`src/rtl/bitstream_integrator_n.sv`:
```
// Multi-channel stochastic bitstream integrator: counts ones per channel over a capture window.
// Define INTEGRATOR_BIPOLAR_EN for signed +1/-1 accumulation instead of a unipolar count of ones.
module bitstream_integrator_n #(
  parameter int CHANNELS = 4,
  parameter int COUNT_W  = 16,
  parameter int WINDOW   = 0
) (
  input  logic                        clk,
  input  logic                        rst,
  input  logic [CHANNELS-1:0]         x,
  input  logic                        capture,
  output logic [CHANNELS*COUNT_W-1:0] y,
  output logic [CHANNELS-1:0]         y_sat,
  output logic [COUNT_W-1:0]          y_len,
  output logic                        y_valid,
  input  logic                        y_ready,
  output logic                        overrun,
  output logic                        busy
);

  localparam logic [0:0] IDLE    = 1'b0;
  localparam logic [0:0] READING = 1'b1;

  localparam logic [COUNT_W-1:0] U_MAX   = '1;
  localparam logic [COUNT_W-1:0] WIN_CNT = COUNT_W'(WINDOW);
`ifdef INTEGRATOR_BIPOLAR_EN
  localparam logic [COUNT_W-1:0] S_MAX = {1'b0, {(COUNT_W-1){1'b1}}};
  localparam logic [COUNT_W-1:0] S_MIN = {1'b1, {(COUNT_W-1){1'b0}}};
`endif

  logic [0:0]          state;
  logic [COUNT_W-1:0]  acc    [CHANNELS];
  logic [COUNT_W-1:0]  acc_nx [CHANNELS];
  logic [CHANNELS-1:0] sat, sat_nx;
  logic [COUNT_W-1:0]  len, len_nx;
  logic                end_win;

  // Next accumulator values include the bit sampled on this edge, so a
  // WINDOW-terminated result can be loaded straight from them.
  always_comb begin
    len_nx = len;
    sat_nx = sat;
    for (int i = 0; i < CHANNELS; i++) acc_nx[i] = acc[i];
    if (capture) begin
      if (len != U_MAX) len_nx = len + 1'b1;
      for (int i = 0; i < CHANNELS; i++) begin
`ifdef INTEGRATOR_BIPOLAR_EN
        if (x[i]) begin
          if (acc[i] == S_MAX) sat_nx[i] = 1'b1;
          else acc_nx[i] = acc[i] + 1'b1;
        end else begin
          if (acc[i] == S_MIN) sat_nx[i] = 1'b1;
          else acc_nx[i] = acc[i] - 1'b1;
        end
`else
        if (x[i]) begin
          if (acc[i] == U_MAX) sat_nx[i] = 1'b1;
          else acc_nx[i] = acc[i] + 1'b1;
        end
`endif
      end
    end
    end_win = 1'b0;
    if (state == READING && !capture) end_win = 1'b1;
    if (WINDOW > 0 && capture && len_nx == WIN_CNT) end_win = 1'b1;
  end

  always_ff @(posedge clk) begin
    if (rst) begin
      state   <= IDLE;
      sat     <= '0;
      len     <= '0;
      y       <= '0;
      y_sat   <= '0;
      y_len   <= '0;
      y_valid <= 1'b0;
      overrun <= 1'b0;
      for (int i = 0; i < CHANNELS; i++) acc[i] <= '0;
    end else begin
      overrun <= 1'b0;
      if (end_win) begin
        state   <= IDLE;
        sat     <= '0;
        len     <= '0;
        y_sat   <= sat_nx;
        y_len   <= len_nx;
        y_valid <= 1'b1;
        // A result accepted on the same edge it is replaced is not an overrun.
        overrun <= y_valid && !y_ready;
        for (int i = 0; i < CHANNELS; i++) begin
          acc[i] <= '0;
          y[i*COUNT_W +: COUNT_W] <= acc_nx[i];
        end
      end else begin
        if (capture) state <= READING;
        sat <= sat_nx;
        len <= len_nx;
        for (int i = 0; i < CHANNELS; i++) acc[i] <= acc_nx[i];
        if (y_ready) y_valid <= 1'b0;
      end
    end
  end

  assign busy = (state == READING);

endmodule

```
`config.mk`:
```
export PLATFORM = sky130hd
export DESIGN_NAME = bitstream_integrator_n
export DESIGN_NICKNAME = d
export VERILOG_FILES = /design/src/rtl/bitstream_integrator_n.sv
export SDC_FILE = /design/constraint.sdc
export NUM_CORES = 1
export LEC_CHECK = 0
export ABC_AREA = 1
export BUFFER_PORTS_ARGS = -buffer_cell sky130_fd_sc_hd__buf_2
export CORE_ASPECT_RATIO = 1.25
export CORE_MARGIN = 5
export CORE_UTILIZATION = 59
export DETAILED_ROUTE_END_ITERATION = 8
export PLACE_DENSITY_LB_ADDON = 0.15
export SYNTH_ARGS = -nofsm -noshare
export SYNTH_HDL_FRONTEND = slang
export SYNTH_SLANG_ARGS = --single-unit
```
`constraint.sdc`:
```
create_clock -name clk -period 2.3 [get_ports clk]
set_clock_uncertainty 0.15 [all_clocks]
set_input_delay 0.46 -clock clk [delete_from_list [all_inputs] [get_ports clk]]
set_output_delay 0.46 -clock clk [all_outputs]
set_load 0.02 [all_outputs]
```
=== Word-level counts from Yosys, hierarchy flattened ===
Memories as Yosys holds them, arrays and structs flattened.
Cells that the tools add are included.

* Bitwise operators: 9
* Reduce and logical (&&, ||, !) cells: 7
* Eq/ne operators: 5
* Add/sub/neg operators: 5
* Multiplexer cells: 39

{| class="wikitable"
|+ Operator list
! cell !! number
|-
| 16-bit two-way mux || 18
|-
| 16-bit by 1-bit adder with 16-bit output, second input constant || 5
|-
| 16-bit equality test, second input constant || 4
|-
| 64-bit two-way mux || 1
|-
| 1-bit two-way mux || 19
|-
| 16-bit != test, second input constant || 1
|-
| 1-bit bitwise OR || 8
|-
| 4-bit two-way mux || 1
|-
| 2-bit OR reduction || 2
|-
| 1-bit logical AND || 2
|-
| 1-bit zero test || 2
|-
| 2-bit nonzero test || 1
|-
| 1-bit inverter || 1
|}

* Register bits: 107
* Bits of input ports: 8
* Memories: 1
* Output and inout port bits: 87
* Word-level logic and storage cells: 74
* Memory bits (writable): 64

{| class="wikitable"
|+ Memory list
! memory !! words !! bits a word !! rd ports !! clocked after memory_dff !! write ports !! line !! source
|-
| acc || 4 || 16 || 4 || 0 || 4 || 32 || <nowiki>logic [COUNT_W-1:0] acc [CHANNELS];</nowiki>
|}

=== Longest topological paths before layout ===
* Depth in word-level cells: 8
* Depth in mapped cells: 12
* Depth with buffers taken out: 11

=== Worst setup path after synthesis ===
No wires, ideal clock.

* Path kind: register to register
* Start point: register state (netlist: busy)
* End point: memory acc[0][0] (data pin)
* Setup slack: 478 ps
* Period minus slack after synthesis: 1822 ps
* Stages on the path, launching flop included: 9
* Arrival time: 1415 ps
* Buffers on the path: 3
* Setup time: 257 ps
* Cell sequence: dfxtp_1 buf_2 inv_2 nor2_4 nor2_1 inv_1 buf_2 buf_2 nor2_1

{| class="wikitable"
|+ RTL lines
! what !! line !! source
|-
| start: declaration || 31 || <nowiki>logic [0:0] state;</nowiki>
|-
| start signal: assignment || 70 || <nowiki>state <= IDLE;</nowiki>
|-
| start signal: assignment || 82 || <nowiki>state <= IDLE;</nowiki>
|-
| start signal: assignment || 95 || <nowiki>if (capture) state <= READING;</nowiki>
|-
| end: declaration || 32 ||
|}

==> results_dict.tcl <==
set metrics [dict create \
    finalWorstSetupSlack_ps 281.5 \
    setup-violations-final 0 \
    hold_buffers 0 \
    final_layout_size_suffix_gt1_share_pct 15.23 \
    cts-root-buf "clkbuf_16" \
    grt_pass1_vias 7008 \
    ys_seq_area_share_pct 47.88 \
    outcome "finished, final reports clean" \
    diodes 0 \
    rsz0062_at_grt "no" \
    worstPathMaxFanout 11 \
    synth_cell_type_count 36 \
    maxCapViolations 0 \
    period_share_pct 87.76 \
    drt_wl_total_um 18790 \
    path_class "flip-flop to flip-flop" \
    via_per_inst 5.144 \
    min_period_ps 2018 \
    grt_max_degree 48 \
    antenna_left 0 \
    layoutNonFillerInstCount 1429 \
    whs_ps 177.8 \
    insertion_delay_ps 430 \
    path_clk_slew_ps 60 \
    nets 1254 \
    power_density_mw_per_mm2 707.1 \
    dpl.hpwl_um 13120 \
    power_w 0.006795 \
    via_count 7351 \
    synth_area_mm2 0.008153 \
    cts_buffers 17 \
    mostFrequentLayoutCells "nand2_1 (306), inv_1 (130), dfxtp_1 (123), nand3_1 (110), nor2_1 (104)" \
    power_frac_comb_pct 6.7 \
    grt_pass1_wl_um 32010 \
    hold_depth 4 \
    crit_path_start_kind "flip-flop" \
    drv_slew 0 \
    antenna_found_initial 0 \
    portBuffers 94 \
    sequentialPowerShare_pct 48.2 \
    p_sw_w 0.001573 \
    drt-wirelength-per-cell_um 13.15 \
    switching_share_pct 23.16 \
    ioPinCount 95 \
    core_mm2 0.01369 \
    p_leak_nw 4.272 \
    cts_resized 0 \
    placedCellCount 1397 \
    drt_pass1_iterations 5 \
    hold_violations 0 \
    power_frac_clock_pct 45.2 \
    yosysWarningCount 0 \
    finalSetupTns_ps 0 \
    fmax_ghz 0.4954 \
    cts_sinks 171 \
    cts_tree "yes" \
    grt_overflow 0 \
    row_count 48 \
    htreeDepth 4 \
    dp_slack_ps 228.7 \
    start_util_pct 59.54 \
    arrival_ps 2050 \
    required_ps 2330 \
    worstHoldPathType "input port to flip-flop" \
    p_int_w 0.005221 \
    endpoint_kind "flip-flop" \
    fp.dieH_um 141.4 \
    irDropWorstVdd_mv 0.5680 \
    synth-seq-cells 171 \
    track_usage_pct 24.09 \
    clk_path_buf_depth 2 \
    areaGrowthSynthToFinish_pct 17.86 \
    gp_congestion 0.8811 \
    final_common_cell "nand2_1" \
    syn_area_per_cell_um2 7.391 \
    drc 0 \
    die_w_um 115.1 \
    post_cts.repair.setup_buffers 0 \
    drtIter0Drc 431 \
    synth_cells 1103 \
    dieArea_mm2 0.01628 \
    rr_worst_depth 10 \
]
## layout make-up
cell class / count / area (um^2)
well taps: 175 / 219.0
flip-flops and latches: 171 / 3904
clock inverters: 9 / 130.1
repair buffers: 110 / 603.1
inverters: 139 / 523.0
clock buffers: 23 / 510.5
fillers: 1196 / 4084
multi-input cells: 802 / 3720
## synthesized netlist by cell type (all sizes together)
cell type,count,area (um^2)
edfxtp,48,1441
conb,1,3.750
nand2,321,1262
nor2,123,551.8
xor2,5,43.79
xnor2,2,17.52
a211oi,1,7.510
inv,138,518.0
dfxtp,123,2462
and2,1,8.760
nand4,32,206.5
nand3,110,550.5
a31oi,1,6.260
a22o,2,17.52
o211ai,3,27.52
o31ai,1,7.510
nand3b,2,15.01
ha,5,62.56
clkinv,1,5.000
a21oi,69,356.6
nor3,14,80.08
o21ai,62,310.3
buf,20,122.6
clkbuf,18,67.56
## cell families after synthesis
group | after synthesis | share of synthesized area [%]
flip-flops | 171 | 47.88
AND/OR/NAND/NOR | 603 | 32.81
other | 1 | 0.04600
AO/OA/AOI/OAI | 139 | 8.993
XOR/XNOR | 7 | 0.7520
adder cells (fa/ha/maj) | 5 | 0.7673
buffers and inverters | 177 | 8.748
## state kept, by name, summed over array words and instances, names as in the netlist
register and cells:
y_sat 4, y_len 16, len 16, busy 1, sat 4, acc 64
y_valid 1, overrun 1, y 64
## power groups by stage
stage | Sequential [W] | Clock (W) | Combinational [W]
3_5_place_dp | 0.00334 | 0 | 0.000450
5_1_grt | 0.00328 | 0.00324 | 0.000512
3_3_place_gp | 0.00334 | 0 | 0.000441
2_1_floorplan | 0.00335 | 0 | 0.000290
6_report | 0.00327 | 0.00307 | 0.000453
4_1_cts | 0.00327 | 0.00311 | 0.000452
## routing by layer
metal  track usage (%)  wire length, um  vias to the layer above
met2             42.62             9501                      152
met1             28.98             8199                     3382
li1                  -                -                     3791
met3             4.522              755                       26
met4             8.591              332                        0
met5                 0                0                        -
## worst max-delay path: stages (launching register included)
cell and delay [ps]:
edfxtp_1 370, ha_1 170, inv_1 60, nor2_2 140, nand2_1 100, nor2_2 170
nand2_2 220, nand2_1 190, nand2_1 90, nand2_1 60, nor2_1 40
## metrics by stage
stage	util, %	cell area [um^2]
2_1_floorplan	-	8329
3_3_place_gp	65.50	8969
3_5_place_dp	65.50	8969
4_1_cts	70.18	9609
5_1_grt	70.18	9609
6_report	70.18	9609
## final timing paths
kind                                 from   endpoint  slack (ps)
worst max-delay path            acc[0][0]  acc[0][7]         280
worst min-delay path              y_ready    overrun         180
worst max register to register  acc[0][0]  acc[0][7]         280
worst min register to register       y[1]       y[1]         300
Note: power is estimated with default switching activity, not from simulation.
